[config.mk]
export PLATFORM = sky130hd
export DESIGN_NAME = display_scan_driver
export DESIGN_NICKNAME = d
export VERILOG_FILES = /design/src/rtl/display_scan_driver.sv
export SDC_FILE = /design/constraint.sdc
export NUM_CORES = 1
export LEC_CHECK = 0
export CAP_MARGIN = 0
export CORE_MARGIN = 2
export CORE_UTILIZATION = 50
export DETAILED_ROUTE_END_ITERATION = 12
export GPL_ROUTABILITY_DRIVEN = 0
export GPL_TIMING_DRIVEN = 0
export PLACE_DENSITY = 0.79
export SETUP_SLACK_MARGIN = 0.02
export SYNTH_ARGS = -nofsm -noshare
export SYNTH_HDL_FRONTEND = slang
export SYNTH_SLANG_ARGS = --single-unit
[constraint.sdc]
create_clock -name clk_i -period 2.3 [get_ports clk_i]
set_input_delay 0.46 -clock clk_i [delete_from_list [all_inputs] [get_ports clk_i]]
set_output_delay 0.46 -clock clk_i [all_outputs]
set_load 0.01 [all_outputs]
[src/rtl/display_scan_driver.sv]
// rtl/display_scan_driver.sv - binary to BCD converter with 4-digit multiplexed display scan
// Sequential double-dabble conversion feeding a common-anode scan with leading-zero blanking.
module display_scan_driver #(
  parameter int REFRESH_DIV   = 100000,
  parameter bit BLANK_LEADING = 1'b1
) (
  input  logic        clk_i,
  input  logic        rst_i,
  input  logic [13:0] value_i,
  input  logic        load_i,
  output logic        busy_o,
  output logic [3:0]  digit_o,
  output logic [3:0]  anode_o
);

  localparam int CW = $clog2(REFRESH_DIV);
  localparam logic [CW-1:0] REF_MAX = CW'(REFRESH_DIV - 1);

  typedef enum logic [1:0] {S_IDLE = 2'd0, S_CONV = 2'd1} state_t;

  state_t        state_q, state_d;
  logic [3:0]    iter_q, iter_d;
  logic [13:0]   bin_q, bin_d;
  logic [15:0]   scratch_q, scratch_d;
  logic [15:0]   bcd_q, bcd_d;
  logic [15:0]   adj;
  logic [CW-1:0] ref_cnt_q, ref_cnt_d;
  logic [1:0]    scan_q, scan_d;
  logic          blank;

  always_ff @(posedge clk_i or posedge rst_i) begin
    if (rst_i) begin
      state_q   <= S_IDLE;
      iter_q    <= 4'd0;
      bin_q     <= 14'd0;
      scratch_q <= 16'd0;
      bcd_q     <= 16'd0;
      ref_cnt_q <= '0;
      scan_q    <= 2'd0;
    end else begin
      state_q   <= state_d;
      iter_q    <= iter_d;
      bin_q     <= bin_d;
      scratch_q <= scratch_d;
      bcd_q     <= bcd_d;
      ref_cnt_q <= ref_cnt_d;
      scan_q    <= scan_d;
    end
  end

  always_comb begin
    adj = scratch_q;
    for (int k = 0; k < 4; k++) begin
      if (scratch_q[4*k +: 4] >= 4'd5) adj[4*k +: 4] = scratch_q[4*k +: 4] + 4'd3;
    end
  end

  always_comb begin
    state_d   = state_q;
    iter_d    = iter_q;
    bin_d     = bin_q;
    scratch_d = scratch_q;
    bcd_d     = bcd_q;
    case (state_q)
      S_IDLE: begin
        if (load_i) begin
          state_d   = S_CONV;
          iter_d    = 4'd0;
          scratch_d = 16'd0;
          // Saturating here keeps every scratch nibble a legal BCD digit.
          bin_d     = (value_i > 14'd9999) ? 14'd9999 : value_i;
        end
      end
      S_CONV: begin
        scratch_d = {adj[14:0], bin_q[13]};
        bin_d     = {bin_q[12:0], 1'b0};
        iter_d    = iter_q + 4'd1;
        if (iter_q == 4'd13) begin
          state_d = S_IDLE;
          bcd_d   = {adj[14:0], bin_q[13]};
        end
      end
      default: state_d = S_IDLE;
    endcase
  end

  always_comb begin
    ref_cnt_d = ref_cnt_q + CW'(1);
    scan_d    = scan_q;
    if (ref_cnt_q == REF_MAX) begin
      ref_cnt_d = '0;
      scan_d    = scan_q + 2'd1;
    end
  end

  always_comb begin
    case (scan_q)
      2'd1:    blank = (bcd_q[15:4] == 12'd0);
      2'd2:    blank = (bcd_q[15:8] == 8'd0);
      2'd3:    blank = (bcd_q[15:12] == 4'd0);
      default: blank = 1'b0;
    endcase
  end

  assign busy_o  = (state_q == S_CONV);
  assign digit_o = bcd_q[4*scan_q +: 4];
  assign anode_o = (BLANK_LEADING && blank) ? 4'b1111 : ~(4'b0001 << scan_q);

endmodule

# Word level (Yosys, flattened, before mapping)
# Cells that the tools add are included.
classes:
  n_addsub: 7
  n_lt_le_gt_ge: 5
  eq_ne: 8
  shifts: 2
  n_mux: 17
  bitwise_logic: 1
  n_reduce_logical: 8
op_table:
  columns: ["op", "count"]
  rows:
  - ["$pmux 16 s2", 1]
  - ["$mux 14", 2]
  - ["$pmux 14 s2", 1]
  - ["$mux 4", 5]
  - ["$add 17x1->17 const B", 1]
  - ["$eq 17x17->1 const B", 1]
  - ["$mux 17", 1]
  - ["$ge 4x3->1 const B", 4]
  - ["$mux 16", 1]
  - ["$shiftx 16x5->4", 1]
  - ["$gt 14x14->1 const B", 1]
  - ["$add 4x2->4 const B", 3]
  - ["$logic_not 12->1", 1]
  - ["$logic_not 8->1", 1]
  - ["$pmux 4 s2", 1]
  - ["$reduce_and 2->1", 3]
  - ["$add 4x1->4 const B", 1]
  - ["$eq 2x1->1 const B", 2]
  - ["$eq 2x2->1 const B", 2]
  - ["$eq 4x4->1 const B", 1]
  - ["$logic_not 4->1", 1]
  - ["$mux 2", 2]
  - ["$not 4->4", 1]
  - ["$pmux 2 s2", 1]
  - ["other kinds (9)", 9]
word_totals:
  ff_bits: 71
  input_bits: 17
  out_inout_bits: 9

# Depth between registers and ports, before layout
depth:
  word_depth: 4
  mapped_depth: 6

# Least setup slack after synthesis
# OpenSTA, ideal clock, no wires.
synth_path:
  kind: "reg-to-output"
  start: "register scan_q[1]"
  end: "output port anode_o[1]"
  arrival_ns: 1.807
  t_required_ns: 1.840
  setup_slack_ns: 0.033
  path_stages_with_launch: 7
  n_path_buf: 0
  path_cell_list: "dfrtp_1 -> inv_1 -> ha_1 -> or4b_2 -> o21bai_1 -> a21oi_1 -> o21ai_0"
synth_via:
  elab_chain_len: 3
synth_lines:
  columns: ["element", "line", "rtl"]
  rows:
  - ["from (decl)", "28", "logic [1:0] scan_q, scan_d;"]
  - ["from (signal assigned)", "47", "scan_q <= scan_d;"]
  - ["$eq 2x2->1 (tied with other cells)", "97", "case (scan_q)"]
  - ["$pmux 1 s3 / $not 4->4 (equally long branches)", "97, 107", null]
  - ["$mux 4 *", "107", "assign anode_o = (BLANK_LEADING && blank) ? 4'b1111 : ~(4'b0001 << scan_q);"]
  - ["to (decl)", "13", "output logic [3:0] anode_o"]
# Every way passes the cells marked *; elsewhere a longest branch is shown, timed or not.

# Worst setup path in the final report
# Ends and elaborated chain as after synthesis.

==> summary.md <==
The number of antenna violations at the first check in global routing was 0; the floorplan row count was 30. The tools report the total I/O pin count as 26. The slack of the critical path came out at -0.0279 ns. The run gives -0.535 ns as the worst setup timing slack at the placement stage. The die is 89.0 um tall.

The setup path with the least slack is of type reg -> out. For the clock tree skew after final layout, the log shows 0.0105 ns. TritonCTS built the clock tree. The die covers 0.00793 mm^2. Synthesis produced a netlist whose cell count is 356. Once detailed placement completed, the half-perimeter wirelength came to 5.24 mm. Setup repair after global routing could not meet its margin everywhere. The analysis attributes to net switching a power of 1650 uW. In the post-synthesis netlist, the biggest area contributors are dfrtp_1 48%, ha_1 5.5%, o21ai_0 4.8%, nand2_1 4.8%, xnor2_1 4.1%. Of all flip-flops after synthesis, the portion carrying an async set or reset was 100%.

The share of total power dissipated in the clock network is 18.8%. After routing the design area is 0.00416 mm^2. The slowest library cell on the worst path is or4b_4. The post-synthesis sequential element count works out to 70. The worst setup path is launched from a flip-flop. STA puts the critical path data required time at 1.84 ns.

The sequential cell area was 0.00175 mm^2. The portion of synthesized cell area occupied by the leading cell type came out at 48.5%. The type of the worst min-delay path was reg -> reg.

In this design, the largest share of critical-path delay is due to simple AND/OR/NAND/NOR gates. Dividing the detail-routed wire length by the instance count gives 15.2 um. Total number of clock tree sinks: 70. The max-slew violation count was 0; the core area was 0.00691 mm^2. The run gives 0 as the number of antenna cells inserted. The logs give 0.441 mV for the worst vdd rail ir drop and 493 for the number of standard cells in the layout, taps in and fillers out. The share of the yosys chip area belonging to registers was 48.5%; the via count normalized by instance count was 5.58. Subtracting the final worst setup slack from the clock period gives 2.33 ns.

For this design the ratio of total power to cell area is 1070 mW/mm^2. The post-route DRC violation count was 0. Summing internal, switching and leakage power gives 4470 uW.

Max-cap violations in this run came to 0. The signal on the critical path passes through inv_2, ha_4, or4b_4, o21bai_1, a21oi_1, o21ai_1, buf_2. In the synthesized netlist the dominant register cell turns out to be dfrtp_1.

The flow ran to the end, but the final reports show violations. The filler cells instantiated in the layout total 590. The first detailed-routing pass took 4 iterations. Sequential cells burn 43.5% of the power. The tools report the nature of the critical path endpoint as a primary output. After detailed placement, the design holds a cell count of 476.

The synthesized area divided by synthesized cell count works out to 10.2 um^2. Once placement finished, the instance area stood at 0.00398 mm^2. Clock-pin slew was measured on the worst setup and hold paths at 0.07 ns. The worst relative slew slack was 43.8%; the starting DRC count in detailed routing was 151. The biggest area contributor in the post-synthesis netlist is dfrtp_1. Timing would allow up to 430 MHz.

Count of distinct cell types in the synthesized netlist: 44. The via total after detailed routing came out at 2,750. The total buffers and inverters traversed by the critical path was 2. The multi-input combinational cells in the finished layout cover a total of 0.00176 mm^2. Once the floorplan was initialized, standard cells occupied 52.3% of the core.

The number of global-route vias before repair was 2,820. Clock tree synthesis selected as its root buffer the cell clkbuf_8. Summing every instance area after synthesis gives 0.00361 mm^2. The internal portion of the total power is 2820 uW. The checks that failed: negative setup slack. Actual slew at the worst max-slew pin: 0.842 ns.

For this design, the CTS-stage hold fixing added 0 buffers. The tools report the final wirelength as 7.49 mm. The first-pass GRT wire length is 13.0 mm.

Combinational logic burns 37.7% of the power. The synthesized design contains 0 enable-type register cells. Of the total power, the share spent switching nets is 36.9%.

The fraction of layout instances using a drive strength above 1 is 10.3%. The largest single stage delay on the critical path is 0.44 ns. The run gives 389 as the synthesized net count. The combined global-route utilization of all metal layers was 21.4%.

The tools report the post-detailed-route count of antenna-violating nets as 0. In this run the worst path has a maximum fanout of 2. The run gives 2 as the worst-case clock buffer depth. Entering global routing, the biggest net connects 71 pins.

The chip width is 89.0 um, and the number of H-tree levels is 3. The tools report the overall overflow remaining after global route as 0. Compared with the post-synthesis result, the final layout area differs by 15.0%. The number of buffers created by CTS was 9; the clock latency at the later pin of the worst-skew pair was 0.35 ns. The synthesis warning total is 0, and the net total in the final layout is 427. Hold timing on the final database bottoms out at a slack of 0.491 ns. The share of the cycle needed by the critical path after routing works out to 101%. Summed over all cells, the static leakage comes to 0.00187 uW. The port buffer count was 24. The count of final hold-check violations was 0. At the worst endpoint, the arrival time is 1.87 ns. The run gives 1 as the total setup violations reported at the end of the flow.
==> layout make-up <==
class | instances | area share, %
multi-input cells | 257 | 42.3
flip-flops and latches | 70 | 42.2
repair buffers | 27 | 5.93
clock buffers | 12 | 3.49
well taps | 96 | 2.89
plain buffers | 14 | 1.50
inverters | 15 | 1.41
clock inverters | 2 | 0.241
==> cell families (layout without fill, tap and decap cells) <==
group                      Yosys count  in the layout  share of synthesized area, %
xor gates and xnor gates            20             20                          4.85
buffers and inverters               29             70                          3.29
AOI/OAI and AO/OA                   73             73                          12.0
muxes                               22             22                          7.65
DFF                                 70             70                          48.5
and+or+nand+nor                    126            126                          18.2
adders and majority gates           16             16                          5.54
==> sequential cells by signal (all words and copies together), names as in the netlist <==
register   flops
scratch_q     16
ref_cnt_q     17
scan_q         2
state_q        1
bin_q         14
iter_q         4
bcd_q         16
==> cell usage after synthesis (7+ instances only) <==
library cell	number
dfrtp_1	70
nand2_1	46
o21ai_0	35
nor2_1	22
xnor2_1	17
a21oi_1	16
ha_1	16
nor3b_1	16
inv_1	14
mux2i_1	13
nand3_1	12
clkbuf_1	7
o21a_1	7
==> placed cells by master, fill, tap and decap left out, types with 12 or more instances in the layout <==
cell type / count
ha_1: 15
nor3b_1: 16
nand3_1: 12
clkdlybuf4s50_1: 17
xnor2_1: 17
mux2i_1: 13
inv_1: 12
dfrtp_1: 68
a21oi_1: 16
nand2_1: 46
o21ai_0: 34
nor2_1: 22
==> power groups by stage <==
| stage | clock (uW) | sequential, uW | combinational [uW] |
|---|---|---|---|
| detailed placement | 0 | 1950 | 1720 |
| CTS | 864 | 1940 | 1700 |
| global route | 924 | 1990 | 1910 |
| global placement | 0 | 1930 | 1620 |
| finish | 840 | 1940 | 1690 |
| floorplan | 0 | 1860 | 1300 |
==> per-stage QoR <==
stage	util [%]	setup TNS, ns
floorplan	-	0
global placement	57.6	-75.11
detailed placement	57.6	-0.535
CTS	60.3	-0.0696
global route	60.2	-0.120
finish	60.2	-0.0279
==> worst reg2reg max path, delay by kind of cell, from the launching register on <==
kind / cells / cell delay, ns
flip-flops: 1 / 0.36
buffers and inverters: 3 / 1.08
multiplexers: 1 / 0.28
==> path summary, 6_finish.rpt <==
| path | slack, ns | cells after the start | to | from |
|---|---|---|---|---|
| worst max-delay path | -0.03 | 7 | anode_o[1] | scan_q[1] |
| worst min-delay path | 0.49 | 2 | bin_q[12] | bin_q[11] |
| worst max register to register | 0.50 | 4 | scratch_q[6] | state_q[0] |
| worst min register to register | 0.49 | 2 | bin_q[12] | bin_q[11] |
| max in group asynchronous | 1.08 | 2 | scan_q[0] | rst_i |
| min in group asynchronous | 0.64 | 2 | scratch_q[10] | rst_i |
==> metal layers <==
| layer | GRT usage, % | up-vias | wire [um] |
|---|---|---|---|
| li1 | - | 1325 | - |
| met1 | 28.4 | 1375 | 3370 |
| met2 | 34.9 | 39 | 3760 |
| met3 | 3.88 | 11 | 235 |
| met4 | 8.96 | 0 | 125 |
| met5 | 0 | - | 0 |
==> timing repair <==
action | 4_1_cts | 5_1_grt
pin swaps | 3 | 2
resized for setup | 17 | 3
buffers inserted | 3 | 0
setup endpoints to repair | 8 | 2
Power figures use the tool's default switching activity.
